--- src/rtl/jtag_bscan_tap.sv ---
// IEEE 1149.1-style TAP controller with an integrated boundary-scan register.
// Supports EXTEST, SAMPLE/PRELOAD, IDCODE, INTEST and BYPASS; unknown opcodes act as BYPASS.
module jtag_bscan_tap #(
  parameter int unsigned IR_WIDTH = 4,
  parameter int unsigned N_IN     = 5,
  parameter int unsigned N_OUT    = 4,
  parameter logic [31:0] IDCODE   = 32'h1234_5093
) (
  input  logic                TCK,
  input  logic                TRST,
  input  logic                TMS,
  input  logic                TDI,
  output logic                TDO,
  input  logic [N_IN-1:0]     pin_in,
  output logic [N_IN-1:0]     core_in,
  input  logic [N_OUT-1:0]    core_out,
  output logic [N_OUT-1:0]    pin_out,
  output logic [3:0]          tap_state,
  output logic [IR_WIDTH-1:0] ir_value
);

  localparam int unsigned BSR_LEN = N_IN + N_OUT;

  localparam logic [IR_WIDTH-1:0] OP_EXTEST = '0;
  localparam logic [IR_WIDTH-1:0] OP_SAMPLE = IR_WIDTH'(1);
  localparam logic [IR_WIDTH-1:0] OP_IDCODE = IR_WIDTH'(2);
  localparam logic [IR_WIDTH-1:0] OP_INTEST = IR_WIDTH'(3);

  typedef enum logic [3:0] {
    TEST_LOGIC_RESET = 4'd0,
    RUN_IDLE         = 4'd1,
    SELECT_DR        = 4'd2,
    CAPTURE_DR       = 4'd3,
    SHIFT_DR         = 4'd4,
    EXIT1_DR         = 4'd5,
    PAUSE_DR         = 4'd6,
    EXIT2_DR         = 4'd7,
    UPDATE_DR        = 4'd8,
    SELECT_IR        = 4'd9,
    CAPTURE_IR       = 4'd10,
    SHIFT_IR         = 4'd11,
    EXIT1_IR         = 4'd12,
    PAUSE_IR         = 4'd13,
    EXIT2_IR         = 4'd14,
    UPDATE_IR        = 4'd15
  } tap_state_t;

  tap_state_t           state;
  tap_state_t           nxt;
  logic [IR_WIDTH-1:0]  ir_shift;
  logic [IR_WIDTH-1:0]  ir_reg;
  logic [BSR_LEN-1:0]   bsr_shift;
  logic [BSR_LEN-1:0]   bsr_upd;
  logic [31:0]          id_shift;
  logic                 byp;

  logic is_extest, is_sample, is_intest, is_idcode, is_bsr;
  logic rst;

  function automatic tap_state_t next_state(input tap_state_t s, input logic tms);
    case (s)
      TEST_LOGIC_RESET: next_state = tms ? TEST_LOGIC_RESET : RUN_IDLE;
      RUN_IDLE:         next_state = tms ? SELECT_DR : RUN_IDLE;
      SELECT_DR:        next_state = tms ? SELECT_IR : CAPTURE_DR;
      CAPTURE_DR:       next_state = tms ? EXIT1_DR  : SHIFT_DR;
      SHIFT_DR:         next_state = tms ? EXIT1_DR  : SHIFT_DR;
      EXIT1_DR:         next_state = tms ? UPDATE_DR : PAUSE_DR;
      PAUSE_DR:         next_state = tms ? EXIT2_DR  : PAUSE_DR;
      EXIT2_DR:         next_state = tms ? UPDATE_DR : SHIFT_DR;
      UPDATE_DR:        next_state = tms ? SELECT_DR : RUN_IDLE;
      SELECT_IR:        next_state = tms ? TEST_LOGIC_RESET : CAPTURE_IR;
      CAPTURE_IR:       next_state = tms ? EXIT1_IR  : SHIFT_IR;
      SHIFT_IR:         next_state = tms ? EXIT1_IR  : SHIFT_IR;
      EXIT1_IR:         next_state = tms ? UPDATE_IR : PAUSE_IR;
      PAUSE_IR:         next_state = tms ? EXIT2_IR  : PAUSE_IR;
      EXIT2_IR:         next_state = tms ? UPDATE_IR : SHIFT_IR;
      UPDATE_IR:        next_state = tms ? SELECT_DR : RUN_IDLE;
      default:          next_state = TEST_LOGIC_RESET;
    endcase
  endfunction

  assign nxt = next_state(state, TMS);
  // Entering TEST_LOGIC_RESET by TMS clears the same state as TRST does.
  assign rst = TRST || (nxt == TEST_LOGIC_RESET);

  assign is_extest = (ir_reg == OP_EXTEST);
  assign is_sample = (ir_reg == OP_SAMPLE);
  assign is_intest = (ir_reg == OP_INTEST);
  assign is_idcode = (ir_reg == OP_IDCODE);
  assign is_bsr    = is_extest || is_sample || is_intest;

  always_ff @(posedge TCK) begin
    if (rst) begin
      state     <= TEST_LOGIC_RESET;
      ir_shift  <= '0;
      ir_reg    <= OP_IDCODE;
      bsr_shift <= '0;
      bsr_upd   <= '0;
      id_shift  <= '0;
      byp       <= 1'b0;
    end else begin
      state <= nxt;
      case (state)
        CAPTURE_IR: ir_shift <= IR_WIDTH'(1);
        SHIFT_IR:   ir_shift <= {TDI, ir_shift[IR_WIDTH-1:1]};
        UPDATE_IR:  ir_reg   <= ir_shift;
        CAPTURE_DR: begin
          if (is_intest)      bsr_shift <= {core_out, bsr_upd[N_IN-1:0]};
          else if (is_bsr)    bsr_shift <= {core_out, pin_in};
          else if (is_idcode) id_shift  <= IDCODE;
          else                byp       <= 1'b0;
        end
        SHIFT_DR: begin
          if (is_bsr)         bsr_shift <= {TDI, bsr_shift[BSR_LEN-1:1]};
          else if (is_idcode) id_shift  <= {TDI, id_shift[31:1]};
          else                byp       <= TDI;
        end
        UPDATE_DR: if (is_bsr) bsr_upd <= bsr_shift;
        default: ;
      endcase
    end
  end

  // Pin/core muxing and TDO are combinational from the registers above.
  always_comb begin
    TDO = 1'b0;
    if (state == SHIFT_IR)
      TDO = ir_shift[0];
    else if (state == SHIFT_DR)
      TDO = is_bsr ? bsr_shift[0] : (is_idcode ? id_shift[0] : byp);
  end

  assign core_in   = is_intest ? bsr_upd[N_IN-1:0] : pin_in;
  assign pin_out   = (is_extest || is_intest) ? bsr_upd[BSR_LEN-1:N_IN] : core_out;
  assign tap_state = state;
  assign ir_value  = ir_reg;

endmodule

--- config.mk ---
export PLATFORM = sky130hd
export DESIGN_NAME = jtag_bscan_tap
export DESIGN_NICKNAME = d
export VERILOG_FILES = /design/src/rtl/jtag_bscan_tap.sv
export SDC_FILE = /design/constraint.sdc
export NUM_CORES = 1
export LEC_CHECK = 0
export ABC_CLOCK_PERIOD_IN_PS = 3400
export BUFFER_PORTS_ARGS = -buffer_cell sky130_fd_sc_hd__buf_2
export CORE_ASPECT_RATIO = 0.9
export CORE_MARGIN = 2
export CORE_UTILIZATION = 65
export CTS_BUF_LIST = sky130_fd_sc_hd__clkbuf_2
export DETAILED_ROUTE_END_ITERATION = 16
export PLACE_DENSITY = 0.88
export SYNTH_ARGS = -nofsm -noshare
export SYNTH_HDL_FRONTEND = slang
export SYNTH_SLANG_ARGS = --single-unit
--- constraint.sdc ---
create_clock -name TCK -period 3.4 [get_ports TCK]
set_input_delay 1.02 -clock TCK [delete_from_list [all_inputs] [get_ports TCK]]
set_output_delay 1.02 -clock TCK [all_outputs]
set_load 0.03 [all_outputs]
==> metrics.md <==
| Metric | Value |
|---|---|
| Worst path arrival time | 2.09 ns |
| Max cap viols | 0 |
| Critical path class | reg2out |
| Final antenna-violating net count | 0 |
| Share of the synthesized area in the top cell type | 0.456 |
| Via count | 2413 |
| Worst slew pin tran | 0.734 ns |
| Area Overhead vs Synth | 7.64% |
| Root buf cell | clkbuf_2 |
| Gr usage total | 0.250 |
| Post-synth EDFFs | 0 |
| Rows | 22 |
| Final Hold Vio Count | 0 |
| DR pass1 iterations | 4 |
| Simple-Gate Fraction of Synth Area | 0.249 |
| Cell with the most instances after synthesis | dfxtp_1 |
| Fillers | 334 |
| Status | complete, no violations |
| Most instantiated cells after synthesis | dfxtp_1, nand2_1, a21oi_1 |
| Fraction of layout cells with a size suffix above 1 | 0.193 |
| Synthesized area per cell | 8.31 sq um |
| Post-synth ARST share | 0 |
| Global-route wire length before repair | 9.18 mm |
| Register area share after synthesis | 0.456 |
| Hold_ws | 0.455 ns |
| DR iter-0 viols | 180 |
| PwrDens | 436 nW/um^2 |
| Crit start category | register |
| Fmax | 0.322 GHz |
| #FFs+latches synth | 63 |
| Setup Buffers After CTS | 0 |
| Setup tns final | 0 ns |
| # setup viols final | 0 |
| Reg clk slew, reported paths | 0.16 ns |
| Max Used Layer | met4 |
| TritonCTS clock tree | built |
| Via-per-instance ratio | 5.94 |
| Final Critical Period | 3.11 ns |
| WL/cell | 13.4 um |
| Synthesis warning total | 0 |
| Final Cycle Share | 0.914 |
| Residual DRC count | 0 |
| Clock skew | 0.0248 ns |
| Initial Util | 0.679 |
| Vias in the first global route | 2075 |
| Post-CTS Resized | 0 |
| TritonCTS Buffers | 9 |
| Grt ovf | 0 |
| Final core area utilization | 0.731 |
| Ports | 31 |
| WL met1 | 2.48 mm |
| Core Area | 4070 sq um |
| Die X | 72.8 um |
| RSZ-0062 raised after global routing | no |
| XOR/XNOR Fraction of Synth Area | 0.00949 |
| Distinct cells, synth | 37 |
| Leak | 1.11 nW |
| # diodes | 0 |
| Main synth FF type | dfxtp_1 |
| Final Max Tran Viols | 0 |
| Post-DP HPWL | 3.54 mm |
| Compound-Gate Fraction of Synth Area | 0.149 |
| R2r setup slk | 0.97 ns |
| Synth Net Count | 346 |
| CP Data Required Time | 2.38 ns |
| IO Port Bufs | 30 |
| Initial antenna violation count | 0 |
| Largest area contributor in the netlist | dfxtp_1 |
| Nets | 366 |
| Top post-synthesis cells by area | dfxtp_1, a21oi_1, nand2_1 |
| Adder-cell area share of the yosys netlist | 0 |
| Worst VDD drop | 0.328 mV |
| Routed met3 length | 313 um |
| Cts hold-fix bufs | 0 |
| Mapped Area | 2770 sq um |
| Drt total wl | 5.44 mm |
| Clock buffer depth | 2 |
| Element type at the critical path end | output pin |
| Clock net sink count | 63 |
| Die Area | 4800 sq um |
| Main combinational cell family by area after synthesis | simple AND/OR/NAND/NOR gates |
| Clk_lat worst skew | 0.48 ns |
| Syn Inst Count | 333 |
| CP max FO | 17 |
| Largest net degree at the start of global routing | 41 |
| Placer congestion estimate | 0.818 |
| Die Span Y | 65.9 um |
| WL met2 | 2.59 mm |
| Slew headroom | 0.509 |
| H-tree Lvls | 3 |
| Post-synthesis mux area share | 0.0836 |
| HP Class | reg2reg |
-- where the power goes --
group,switching [W],total (W),internal (W)
clock network,0.000250,0.000352,0.000102
logic,0.000117,0.000169,0.0000521
registers,0.0000240,0.000777,0.000753
total,0.000391,0.00130,0.000907
-- cells in the final DEF, fill, tap and decap left out, drive strengths merged --
| master | synthesis | routed |
|---|---|---|
| nor3 | 22 | 22 |
| or4 | 1 | 1 |
| nand4 | 1 | 1 |
| o211ai | 7 | 7 |
| o211a | 1 | 1 |
| o221ai | 1 | 1 |
| nand2 | 44 | 44 |
| or3 | 1 | 1 |
| mux2i | 13 | 13 |
| mux2 | 9 | 9 |
| nand2b | 5 | 5 |
| nor2b | 3 | 3 |
| nor2 | 35 | 35 |
| a221oi | 1 | 1 |
| a21oi | 36 | 36 |
| clkinvlp | 0 | 1 |
| xnor2 | 3 | 3 |
| nor4b | 1 | 1 |
| or3b | 1 | 1 |
| a31oi | 2 | 2 |
| clkbuf | 12 | 12 |
| and4bb | 2 | 2 |
| dfxtp | 63 | 63 |
| a211o | 1 | 1 |
| a32o | 1 | 1 |
| o221a | 1 | 1 |
| nand4b | 1 | 1 |
| clkinv | 0 | 3 |
| a311oi | 5 | 5 |
| inv | 5 | 5 |
| a211oi | 1 | 1 |
| o21ai | 9 | 9 |
| nand3 | 29 | 29 |
| buf | 15 | 36 |
| o311ai | 1 | 1 |
-- cell type report --
type,count,area [sq um],share of cell area
Sequential cell,63,1260,0.423
Multi-Input combinational cell,238,1360,0.457
Clock inverter,4,22.5,0.00756
Clock buffer,12,60.1,0.0202
Tap cell,48,60.1,0.0202
Inverter,5,18.8,0.00630
Timing Repair Buffer,36,195,0.0655
-- stage by stage --
stage | cell area, sq um | setup slack, ns | power (W) | instances
2_1_floorplan | 2770 | 0.731 | 0.000924 | 333
3_3_place_gp | 2900 | 0.806 | 0.000957 | 390
3_5_place_dp | 2900 | 0.806 | 0.000961 | 390
4_1_cts | 2980 | 0.308 | 0.00131 | 406
5_1_grt | 2980 | 0.0678 | 0.00137 | 406
6_report | 2980 | 0.292 | 0.00130 | 406
-- routing by layer --
layer | GRT usage | up-vias
li1 | - | 1209
met5 | 0 | -
met1 | 0.313 | 1138
met2 | 0.388 | 60
met4 | 0.0880 | 0
met3 | 0.104 | 6
-- worst paths after layout --
path	start	end	cells after the start
min	id_shift[25]	id_shift[24]	2
max	tap_state[1]	TDO	4
min reg2reg	id_shift[25]	id_shift[24]	2
max reg2reg	tap_state[2]	id_shift[27]	5
-- state kept, by name, indices dropped and copies added (netlist names) --
| register | flops |
|---|---|
| ir_shift | 4 |
| bsr_shift | 9 |
| id_shift | 32 |
| tap_state | 4 |
| byp | 1 |
| ir_value | 4 |
| bsr_upd | 9 |
-- critical path: stages (launching register included) --
cell and delay, ns:
dfxtp_1 0.69, nand2_1 0.17, nor2_1 0.33, a32o_1 0.23
buf_2 0.20
-- cells by family after synthesis --
logic type	Yosys count
buffers and inverters	32
AOI/OAI and AO/OA	67
and+or+nand+nor	146
muxes	22
DFF	63
xor gates and xnor gates	3
(Power assumes the default switching activity.)
